`config.mk`:
```
export PLATFORM = sky130hd
export DESIGN_NAME = piso_tx
export DESIGN_NICKNAME = d
export VERILOG_FILES = /design/src/rtl/piso_pkg.sv /design/src/rtl/piso_tx_bit_timer.sv /design/src/rtl/piso_tx.sv
export SDC_FILE = /design/constraint.sdc
export NUM_CORES = 1
export LEC_CHECK = 0
export ABC_AREA = 0
export CELL_PAD_IN_SITES_DETAIL_PLACEMENT = 1
export CELL_PAD_IN_SITES_GLOBAL_PLACEMENT = 1
export CORE_UTILIZATION = 44
export DETAILED_ROUTE_END_ITERATION = 8
export PLACE_DENSITY_LB_ADDON = 0.1
export REMOVE_ABC_BUFFERS = 1
export SYNTH_ARGS = -nofsm -noshare
export SYNTH_HDL_FRONTEND = slang
export SYNTH_HIERARCHICAL = 1
export SYNTH_SLANG_ARGS = --single-unit
```
`constraint.sdc`:
```
create_clock -name clk -period 5.6 [get_ports clk]
set_input_delay 1.12 -clock clk [delete_from_list [all_inputs] [get_ports clk]]
set_output_delay 1.12 -clock clk [all_outputs]
set_load 0.05 [all_outputs]
```
`src/rtl/piso_pkg.sv`:
```
// Shared types and helpers for the parallel-in / serial-out transmitter.
// Holds the four-state frame FSM encoding and a counter sizing helper.
package piso_pkg;

    // Frame FSM state encodings, kept as named constants so other blocks
    // and checkers can refer to them without depending on the enum.
    localparam logic [1:0] ENC_IDLE  = 2'd0;
    localparam logic [1:0] ENC_START = 2'd1;
    localparam logic [1:0] ENC_DATA  = 2'd2;
    localparam logic [1:0] ENC_STOP  = 2'd3;

    typedef enum logic [1:0] {
        ST_IDLE  = ENC_IDLE,
        ST_START = ENC_START,
        ST_DATA  = ENC_DATA,
        ST_STOP  = ENC_STOP
    } piso_state_e;

    // Width of a counter that must hold values 0..n-1; never narrower
    // than one bit so a divide-by-one timer still has a legal vector.
    function automatic int unsigned cnt_width(input int unsigned n);
        return (n > 32'd1) ? $clog2(n) : 32'd1;
    endfunction

endpackage

```
`src/rtl/piso_tx_bit_timer.sv`:
```
// Bit-period timer for piso_tx. Counts 0..CLK_DIV-1 while enabled and
// raises tick on the last cycle of every bit period. While clear is high
// the count is held at zero and no tick is produced, so the first period
// after clear drops is a full CLK_DIV cycles long.
module bit_timer
    import piso_pkg::*;
#(
    parameter int unsigned CLK_DIV = 4
) (
    input  logic clk,
    input  logic rst,
    input  logic clear,
    output logic tick
);

    localparam int unsigned   CW   = cnt_width(CLK_DIV);
    localparam logic [CW-1:0] LAST = CW'(CLK_DIV - 32'd1);
    localparam logic [CW-1:0] ONE  = CW'(32'd1);

    logic [CW-1:0] cnt_r;
    logic [CW-1:0] cnt_nxt_s;

    // Next count: hold at zero when cleared, wrap at the bit boundary.
    always_comb begin
        cnt_nxt_s = cnt_r;
        if (clear) begin
            cnt_nxt_s = {CW{1'b0}};
        end else if (cnt_r == LAST) begin
            cnt_nxt_s = {CW{1'b0}};
        end else begin
            cnt_nxt_s = cnt_r + ONE;
        end
    end

    // Bit-cycle counter register.
    always_ff @(posedge clk or posedge rst) begin
        if (rst) begin
            cnt_r <= {CW{1'b0}};
        end else begin
            cnt_r <= cnt_nxt_s;
        end
    end

    assign tick = (!clear) && (cnt_r == LAST);

endmodule

```
`src/rtl/piso_tx.sv`:
```
// Parallel-in / serial-out transmitter. Accepts a WIDTH-bit word with a
// valid/ready handshake and sends it as start(0), data LSB first, stop(1),
// each bit held for CLK_DIV clock cycles. All outputs come from flops.
module piso_tx
    import piso_pkg::*;
#(
    parameter int unsigned WIDTH   = 8,
    parameter int unsigned CLK_DIV = 4
) (
    input  logic             clk,
    input  logic             rst,
    input  logic [WIDTH-1:0] din,
    input  logic             din_valid,
    output logic             din_ready,
    output logic             sout,
    output logic             busy,
    output logic             done
);

    localparam int unsigned   IW       = $clog2(WIDTH + 32'd1);
    localparam logic [IW-1:0] LAST_IDX = IW'(WIDTH - 32'd1);
    localparam logic [IW-1:0] IDX_ONE  = IW'(32'd1);

    piso_state_e      state_r;
    piso_state_e      state_nxt_s;
    logic [WIDTH-1:0] shift_r;
    logic [WIDTH-1:0] shift_nxt_s;
    logic [WIDTH-1:0] shift_sh_s;
    logic [IW-1:0]    idx_r;
    logic [IW-1:0]    idx_nxt_s;
    logic             sout_r;
    logic             sout_nxt_s;
    logic             busy_r;
    logic             done_r;
    logic             done_nxt_s;
    logic             ready_r;
    logic             tick_s;
    logic             clear_s;

    // The timer only runs while a frame is in flight; in IDLE it sits at 0
    // so the start bit of the next frame gets a full bit period.
    assign clear_s    = (state_r == ST_IDLE);
    assign shift_sh_s = shift_r >> 1;

    bit_timer #(
        .CLK_DIV (CLK_DIV)
    ) u_bit_timer (
        .clk   (clk),
        .rst   (rst),
        .clear (clear_s),
        .tick  (tick_s)
    );

    // Next-state and next-output logic for the frame FSM. The serial line
    // is computed one cycle ahead so sout can be a plain flop.
    always_comb begin
        state_nxt_s = state_r;
        shift_nxt_s = shift_r;
        idx_nxt_s   = idx_r;
        sout_nxt_s  = sout_r;
        done_nxt_s  = 1'b0;
        case (state_r)
            ST_IDLE: begin
                sout_nxt_s = 1'b1;
                idx_nxt_s  = {IW{1'b0}};
                if (din_valid) begin
                    state_nxt_s = ST_START;
                    shift_nxt_s = din;
                    sout_nxt_s  = 1'b0;
                end else begin
                    state_nxt_s = ST_IDLE;
                end
            end
            ST_START: begin
                if (tick_s) begin
                    state_nxt_s = ST_DATA;
                    sout_nxt_s  = shift_r[0];
                end else begin
                    state_nxt_s = ST_START;
                end
            end
            ST_DATA: begin
                if (tick_s) begin
                    shift_nxt_s = shift_sh_s;
                    idx_nxt_s   = idx_r + IDX_ONE;
                    if (idx_r == LAST_IDX) begin
                        state_nxt_s = ST_STOP;
                        sout_nxt_s  = 1'b1;
                    end else begin
                        sout_nxt_s  = shift_sh_s[0];
                    end
                end else begin
                    state_nxt_s = ST_DATA;
                end
            end
            ST_STOP: begin
                if (tick_s) begin
                    state_nxt_s = ST_IDLE;
                    idx_nxt_s   = {IW{1'b0}};
                    done_nxt_s  = 1'b1;
                end else begin
                    state_nxt_s = ST_STOP;
                end
            end
            default: begin
                state_nxt_s = ST_IDLE;
                idx_nxt_s   = {IW{1'b0}};
                sout_nxt_s  = 1'b1;
            end
        endcase
    end

    // State, datapath and output registers; busy/ready mirror the next state
    // so they line up exactly with state_r after each edge.
    always_ff @(posedge clk or posedge rst) begin
        if (rst) begin
            state_r <= ST_IDLE;
            shift_r <= {WIDTH{1'b0}};
            idx_r   <= {IW{1'b0}};
            sout_r  <= 1'b1;
            busy_r  <= 1'b0;
            done_r  <= 1'b0;
            ready_r <= 1'b1;
        end else begin
            state_r <= state_nxt_s;
            shift_r <= shift_nxt_s;
            idx_r   <= idx_nxt_s;
            sout_r  <= sout_nxt_s;
            busy_r  <= (state_nxt_s != ST_IDLE);
            done_r  <= done_nxt_s;
            ready_r <= (state_nxt_s == ST_IDLE);
        end
    end

    assign din_ready = ready_r;
    assign sout      = sout_r;
    assign busy      = busy_r;
    assign done      = done_r;

endmodule

```
==> results.sh, run 1 <==
export IMPL_numCtsBuffers=3
export IMPL_peakVddDrop_uv=241.8
export IMPL_nFillCells=264
export IMPL_drt_wl_total_mm=2.112
export IMPL_worst_path_buf_inv=1
export IMPL_antenna_found_initial=0
export IMPL_use_met2_pct=31.80
export IMPL_cpPeakStageDelay_ns=0.79
export IMPL_num_vias=791
export IMPL_cts_hold_buffers=0
export IMPL_fmax_mhz=359.8
export IMPL_grt_ovfl_total=0
export IMPL_wl_per_cell_um=14.47
export IMPL_crit_chain="clkdlybuf4s50_1"
export IMPL_drt_first_pass_iters=4
export IMPL_yosysMostFrequentCell="dfrtp_1"
export IMPL_synth_top_area_cell="dfrtp_1"
export IMPL_end_kind="output port"
export IMPL_track_usage_pct=19.87
export IMPL_post_cts_resized=0
export IMPL_holdPathStages=1
export IMPL_postCtsSetupBuffers=0
export IMPL_start_util_pct=47.50
export IMPL_leakagePower_nw=0.5442
export IMPL_p_total_uw=673.4
export IMPL_worstSetupPathDepth=1
export IMPL_synth_area_um2=1071
export IMPL_synth_top_cell_area_share_pct=42.06
export IMPL_status="completed"
export IMPL_required_ns=4.48
export IMPL_syn_inst=103
export IMPL_die_h_um=51.34
export IMPL_core_rowCount=17
export IMPL_finalCritPeriodShare_pct=49.64
export IMPL_dpl_hpwl_mm=1.574
export IMPL_grt_use_met3_pct=3.571
export IMPL_rsz0062_at_grt="no"
export IMPL_p_per_area_nw_per_um2=525.6
export IMPL_final_area_um2=1281
export IMPL_synth_area_leaders="dfrtp_1, mux2i_1, ha_1"
export IMPL_ys_types=32
export IMPL_cpLargestDelayFamily="buffers and inverters"
export IMPL_synth_ff_type="dfrtp_1"
export IMPL_drcViolationCount=0
export IMPL_tightest_slew_ns=0.6994
export IMPL_setup_viol=0
export IMPL_skew_ns=0.001053
export IMPL_crit_path_start="sout"
export IMPL_ys_seq_area_share_pct=46.96
export IMPL_final_cells=146
export IMPL_grt_busiest_layer="met2"
export IMPL_cts_tree="done"
export IMPL_coreArea_um2=2255
export IMPL_fin_setup_tns_ns=0
export IMPL_r2r_start="state_r[0]"
export IMPL_die_w_um=51.34
export IMPL_layout_drive_gt1_share_pct=9.322
export IMPL_critPathLaunchType="flip-flop"
export IMPL_min_period_ns=2.780
export IMPL_grt_pass1_wl_mm=3.746
export IMPL_grt_pass1_vias=786
export IMPL_relSlewSlack_pct=53.32
export IMPL_synth_seq_cells=20
export IMPL_cts_root_buffer="clkbuf_4"
export IMPL_grt_max_degree=19
export IMPL_clkTransAtPathRegs_ns=0.12
export IMPL_insertion_delay_ns=0.31
export IMPL_cts_num_sinks=20
export IMPL_slew_viol_final=0
export IMPL_routed_via_density=5.418
export IMPL_port_buffers=14
export IMPL_rr_worst_depth=6
export IMPL_cts_buffer_depth=2
export IMPL_htreeDepth=1
export IMPL_hold_viol=0
export IMPL_dp_cells=142
export IMPL_holdWs_ns=0.4566
export IMPL_num_antenna_cells=0
export IMPL_yosysWarnings=6
export IMPL_ios=15
export IMPL_hold_path_class="reg2reg"
export IMPL_syn2layout_area_growth_pct=19.63
export IMPL_final_nets=137
export IMPL_min_from="u_bit_timer/cnt_r[0]"
export IMPL_synthArstFlopShare_pct=100.0
export IMPL_ant_nets=0
export IMPL_place_area_um2=1229
export IMPL_crit_fanout=2
export IMPL_drt_iter0_markers=6
export IMPL_synth_edff_count=0
export IMPL_crit_type="reg2out"
export IMPL_cap_violations=0
export IMPL_dieArea_um2=2635
export IMPL_gp_congestion=0.7096
export IMPL_cpMaxStageDelayCell="clkdlybuf4s50_1"
export IMPL_synth_commonest_cells="dfrtp_1, nor2_1, a21oi_1"
export IMPL_syn_avg_cell_area_um2=10.40
export IMPL_grt_use_met1_pct=25.84
export IMPL_crit_arrival_ns=1.66
## state kept, by name, summed over array words and instances, names as in the netlist
name               cells
u_bit_timer/cnt_r      2
busy                   1
din_ready              1
shift_r                8
done                   1
sout                   1
idx_r                  4
state_r                2
## where the power goes
group          switching, mW  internal, mW  leakage (nW)  total, mW
Clock                 0.0493        0.0724        0.0279      0.122
Sequential            0.0355         0.204         0.242      0.239
Combinational          0.189         0.123         0.274      0.312
## layer usage
layer	up-vias	wire length, µm
met3	5	51
met2	13	1023
met4	0	41
li1	387	-
met1	386	996
met5	-	0
## cell usage in the layout, fill, tap and decap left out, types with 2 or more instances in the layout
| cell type | count |
|---|---|
| dfrtp_1 | 18 |
| clkdlybuf4s50_1 | 14 |
| nor2_1 | 11 |
| a21oi_1 | 10 |
| mux2i_1 | 9 |
| inv_1 | 7 |
| ha_1 | 7 |
| o21ai_0 | 5 |
| nor2b_1 | 4 |
| nand3_1 | 4 |
| nand2_1 | 3 |
| clkbuf_4 | 3 |
| nand2b_1 | 2 |
| dfstp_2 | 2 |
## worst register-to-register path: stages (launching register included)
cell     delay, ns
dfrtp_1       0.50
inv_1         0.10
ha_1          0.36
nor2b_1       0.56
inv_2         0.13
o41ai_1       0.59
a21oi_1       0.16
## cell type report
type	count	area [µm²]	area share, %
sequential	20	503.0	39.26
timing repair buffer	14	140.1	10.94
tap	28	35.03	2.734
multi-input combinational	72	520.5	40.62
clock inverter	1	30.03	2.344
inverter	8	30.03	2.344
clock buffer	3	22.52	1.758
## metrics by stage
step | utilization [%] | worst slack, ns
4_1_cts | 56.83 | 2.811
6_report | 56.83 | 2.820
2_1_floorplan | - | 3.570
3_3_place_gp | 54.50 | 2.977
3_5_place_dp | 54.50 | 2.889
5_1_grt | 56.83 | 2.790
## final timing paths
| check | endpoint | slack [ns] |
|---|---|---|
| max | sout | 2.82 |
| max reg2reg | busy | 3.07 |
| min | u_bit_timer/cnt_r[0] | 0.46 |
| max in group asynchronous | shift_r[7] | 3.92 |
| min in group asynchronous | u_bit_timer/cnt_r[1] | 0.97 |
| min reg2reg | u_bit_timer/cnt_r[0] | 0.46 |
## cell families (layout without fill, tap and decap cells)
group / after synthesis / count (layout) / share of synthesized area [%]
mux: 10 / 10 / 10.51
fa+ha+maj: 7 / 7 / 8.177
simple gates: 32 / 32 / 16.47
flops: 20 / 20 / 46.96
buf+inv: 11 / 26 / 4.440
compound gates: 23 / 23 / 13.44
Note: power is estimated with default switching activity, not from simulation.
==> inputs of run 2 (changes only) <==
CORE_UTILIZATION = 37   (was 44)
clock period = 2.5 ns   (was 5.6 ns; I/O delays follow)
==> run 2 against run 1 <==
  * Clock power increased by 57%
  * Sequential cell count is the same
  * Wire length down 1.0%
  * Clock skew up 0.010 ns
  * Clock-buffer cell count is 1 higher
  * Critical path depth did not move
  * Non-clock buffer count is 4 higher
  * Combinational power up 130%
  * Sequential share of layout area is 0.53 points lower
  * First-iteration DRC count increased to 3.7 times the previous value
  * Critical endpoint unchanged
  * Largest power group unchanged
==> results.sh, run 2 (same netlist as run 1, synthesis figures left out) <==
export IMPL_status="completed"
export IMPL_final_cells=153
export IMPL_r2r_end="shift_r[3]"
export IMPL_final_area_um2=1299
export IMPL_cpMaxStageDelayCell="clkdlybuf4s50_1"
export IMPL_grt_pass1_vias=845
export IMPL_dieArea_um2=3114
export IMPL_worstSetupPathDepth=1
export IMPL_setup_viol=0
export IMPL_htreeDepth=1
export IMPL_tightest_slew_ns=0.7052
export IMPL_rr_worst_depth=7
export IMPL_layout_drive_gt1_share_pct=12.30
export IMPL_reg2reg_slack_ns=0.54
export IMPL_gp_congestion=0.7310
export IMPL_syn2layout_area_growth_pct=21.26
export IMPL_relSlewSlack_pct=52.94
export IMPL_drt_first_pass_iters=3
export IMPL_cts_root_buffer="clkbuf_4"
export IMPL_peakVddDrop_uv=774.7
export IMPL_insertion_delay_ns=0.31
export IMPL_place_area_um2=1262
export IMPL_crit_arrival_ns=1.64
export IMPL_final_nets=141
export IMPL_drt_wl_total_mm=2.090
export IMPL_crit_fanout=2
export IMPL_worst_path_buf_inv=1
export IMPL_hold_viol=0
export IMPL_dpl_hpwl_mm=1.555
export IMPL_rsz0062_at_grt="no"
export IMPL_crit_path_start="sout"
export IMPL_p_total_mw=1.445
export IMPL_grt_pass1_wl_mm=3.746
export IMPL_p_per_area_nw_per_um2=1112
export IMPL_end_kind="output port"
export IMPL_critPathLaunchType="flip-flop"
export IMPL_ant_nets=0
export IMPL_coreArea_um2=2758
export IMPL_crit_chain="clkdlybuf4s50_1"
export IMPL_wl_per_cell_um=13.66
export IMPL_holdWs_ns=0.3661
export IMPL_reg_top3="shift_r x8, idx_r x4"
export IMPL_routed_via_density=5.092
export IMPL_start_util_pct=38.84
export IMPL_cts_hold_buffers=0
export IMPL_final_util_pct=47.10
export IMPL_dp_cells=149
export IMPL_cap_violations=0
export IMPL_die_h_um=55.80
export IMPL_fin_setup_tns_ns=0
export IMPL_crit_type="reg2out"
export IMPL_cts_buffer_depth=2
export IMPL_cpPeakStageDelay_ns=0.79
export IMPL_final_cell_mix="dfrtp_1, clkdlybuf4s50_1, nor2_1, a21oi_1, mux2i_1"
export IMPL_required_ns=2.00
export IMPL_post_cts_resized=0
export IMPL_numCtsBuffers=3
export IMPL_slew_viol_final=0
export IMPL_r2r_start="state_r[0]"
export IMPL_num_antenna_cells=0
export IMPL_clkTransAtPathRegs_ns=0.11
export IMPL_min_period_ns=2.140
export IMPL_drt_iter0_markers=22
export IMPL_finalCritPeriodShare_pct=85.60
export IMPL_postCtsSetupBuffers=0
export IMPL_dp_slack_ns=0.4555
export IMPL_fin_ws_ns=0.3600
export IMPL_antenna_found_initial=0
export IMPL_cpLargestDelayFamily="buffers and inverters"
export IMPL_track_usage_pct=15.16
export IMPL_leakagePower_nw=0.5572
export IMPL_cts_tree="done"
export IMPL_largest_register_ffs=8
export IMPL_skew_ns=0.01133
export IMPL_grt_max_degree=19
export IMPL_final_common_cell="dfrtp_1"
export IMPL_num_vias=779
export IMPL_largest_register="shift_r"
export IMPL_endpoint="sout"
export IMPL_ios=15
export IMPL_drcViolationCount=0
export IMPL_port_buffers=14
export IMPL_cts_num_sinks=20
export IMPL_hold_path_class="in2async"
export IMPL_core_rowCount=19
export IMPL_fmax_mhz=467.3
export IMPL_die_w_um=55.80
export IMPL_grt_ovfl_total=0
-- run 2: worst register-to-register path: stages, from the launching register on --
cell	delay (ns)
dfrtp_1	0.50
inv_1	0.10
ha_1	0.22
buf_4	0.17
and2b_1	0.23
nor3_4	0.48
nor2_1	0.08
a21oi_1	0.13
-- run 2: layout make-up --
| type | instances | area, µm² |
|---|---|---|
| fill | 322 | 1459 |
| multi-input combinational | 72 | 520.5 |
| sequential | 20 | 503.0 |
| timing repair buffer | 18 | 170.2 |
| tap | 31 | 38.79 |
| clock buffer | 4 | 36.28 |
| inverter | 8 | 30.03 |
-- run 2: worst min path at each step --
| stage | startpoint | end | slack, ns |
|---|---|---|---|
| detailed placement | u_bit_timer/cnt_r[0] | u_bit_timer/cnt_r[0] | 0.46 |
| finish | rst | u_bit_timer/cnt_r[0] | 0.37 |
| CTS | rst | u_bit_timer/cnt_r[0] | 0.36 |
| global route | rst | u_bit_timer/cnt_r[1] | 0.36 |
| floorplan | rst | u_bit_timer/cnt_r[0] | 0.24 |
| global placement | u_bit_timer/cnt_r[0] | u_bit_timer/cnt_r[0] | 0.44 |
-- run 2: power breakdown --
group	internal, mW	switching [mW]
sequential	0.457	0.0768
clock	0.0889	0.103
combinational	0.301	0.419
total	0.846	0.598
-- run 2: routing by layer --
layer	global-route usage [%]	vias to the layer above	share of wire (%)
met5	0	-	0
met3	2.326	4	2.4
met4	5.357	0	1.1
li1	-	396	-
met1	20.42	368	49
met2	24.78	11	47
==> inputs of run 3 (changes only) <==
CORE_ASPECT_RATIO = 0.7   (was unset)
GPL_ROUTABILITY_DRIVEN = 0   (was unset)
==> run 3 against run 2 <==
  * Register-to-register slack got worse by 0.08 ns
  * Largest power group unchanged
  * Global-route usage increased by 1.4 points
  * Clock skew decreased by 0.0091 ns
  * Hold slack improved by 0.045 ns
  * Critical path type unchanged
  * Critical endpoint unchanged
  * Clock-buffer cell count unchanged
  * Cell area increased by 1.2%
==> results.sh, run 3 (same netlist as run 1, synthesis figures left out) <==
export IMPL_cpPeakStageDelay_ns=0.79
export IMPL_crit_arrival_ns=1.59
export IMPL_drt_wl_total_mm=2.151
export IMPL_rsz0062_at_grt="no"
export IMPL_routed_via_density=5.045
export IMPL_final_cell_mix="dfrtp_1, clkdlybuf4s50_1, nor2_1, a21oi_1, mux2i_1"
export IMPL_htreeDepth=1
export IMPL_crit_type="reg2out"
export IMPL_drt_iter0_markers=44
export IMPL_ios=15
export IMPL_cpLargestDelayFamily="buffers and inverters"
export IMPL_fin_ws_ns=0.4091
export IMPL_relSlewSlack_pct=53.55
export IMPL_insertion_delay_ns=0.26
export IMPL_drt_first_pass_iters=4
export IMPL_setup_viol=0
export IMPL_postCtsSetupBuffers=0
export IMPL_dieArea_um2=3117
export IMPL_ant_nets=0
export IMPL_end_kind="output port"
export IMPL_post_cts_resized=0
export IMPL_syn2layout_area_growth_pct=22.66
export IMPL_dpl_hpwl_mm=1.646
export IMPL_final_common_cell="dfrtp_1"
export IMPL_grt_pass1_wl_mm=3.588
export IMPL_wl_per_cell_um=13.88
export IMPL_required_ns=2.00
export IMPL_worst_path_buf_inv=1
export IMPL_track_usage_pct=16.56
export IMPL_status="completed"
export IMPL_coreArea_um2=2590
export IMPL_grt_max_degree=19
export IMPL_tightest_slew_ns=0.6959
export IMPL_peakVddDrop_uv=614.2
export IMPL_fin_setup_tns_ns=0
export IMPL_clkTransAtPathRegs_ns=0.07
export IMPL_grt_ovfl_total=0
export IMPL_fmax_mhz=478.3
export IMPL_skew_ns=0.002180
export IMPL_critPathLaunchType="flip-flop"
export IMPL_hold_viol=0
export IMPL_port_buffers=14
export IMPL_cap_violations=0
export IMPL_die_h_um=47.02
export IMPL_layout_drive_gt1_share_pct=11.57
export IMPL_slew_viol_final=0
export IMPL_cts_tree="done"
export IMPL_num_antenna_cells=0
export IMPL_num_vias=782
export IMPL_hold_path_class="in2async"
export IMPL_largest_register="shift_r"
export IMPL_largest_register_ffs=8
export IMPL_final_nets=140
export IMPL_start_util_pct=41.35
export IMPL_dp_slack_ns=0.3344
export IMPL_cts_num_sinks=20
export IMPL_holdWs_ns=0.4110
export IMPL_antenna_found_initial=0
export IMPL_cpMaxStageDelayCell="clkdlybuf4s50_1"
export IMPL_cts_root_buffer="clkbuf_8"
export IMPL_min_period_ns=2.091
export IMPL_crit_chain="clkdlybuf4s50_1"
export IMPL_drcViolationCount=0
export IMPL_leakagePower_nw=0.5608
export IMPL_die_w_um=66.31
export IMPL_p_per_area_nw_per_um2=1144
export IMPL_finalCritPeriodShare_pct=83.63
export IMPL_cts_hold_buffers=0
export IMPL_crit_fanout=2
export IMPL_reg_top3="shift_r x8, idx_r x4"
export IMPL_numCtsBuffers=3
export IMPL_cts_buffer_depth=2
export IMPL_grt_pass1_vias=765
export IMPL_core_rowCount=15
run 3: changes by cell type in the layout (fill, tap and decap cells not counted):
cell      change
buf_4         -1
clkbuf_8      +3
clkbuf_4      -3
run 3: final timing paths:
kind,startpoint,end,slack [ns],cells after the start
worst max register to register,state_r[0],shift_r[4],0.46,7
max in group asynchronous,rst,shift_r[4],1.39,2
min in group clk,u_bit_timer/cnt_r[0],u_bit_timer/cnt_r[0],0.45,1
worst min register to register,u_bit_timer/cnt_r[0],u_bit_timer/cnt_r[0],0.45,1
worst min-delay path,rst,u_bit_timer/cnt_r[1],0.41,2
worst max-delay path,sout,sout,0.41,1
run 3: per-layer routing:
| metal | vias up | routed length (µm) | part of all wire [%] | global-route usage, % |
|---|---|---|---|---|
| li1 | 395 | - | - | - |
| met1 | 369 | 1158 | 54 | 23.01 |
| met2 | 16 | 874 | 41 | 24.49 |
| met3 | 2 | 101 | 4.7 | 5.825 |
| met4 | 0 | 17 | 0.79 | 5.106 |
| met5 | - | 0 | 0 | 0 |
run 3: cell type report:
type	count	area, µm²
fill	291	1276
sequential	20	503.0
timing repair buffer	17	162.7
clock buffer	4	55.05
tap	34	42.54
multi-input combinational	72	520.5
inverter	8	30.03
run 3: metrics by stage:
stage	area [µm²]	cells	power, mW	util (%)
finish	1314	155	1.503	50.72
global route	1314	155	1.622	50.72
CTS	1314	155	1.527	50.72
detailed placement	1259	151	1.267	48.60
global placement	1259	151	1.231	48.60
floorplan	1054	100	1.057	-
run 3: power by group:
part / switching (mW) / internal, mW
Sequential: 0.0760 / 0.458
Combinational: 0.427 / 0.294
Clock: 0.107 / 0.140
Total: 0.610 / 0.892
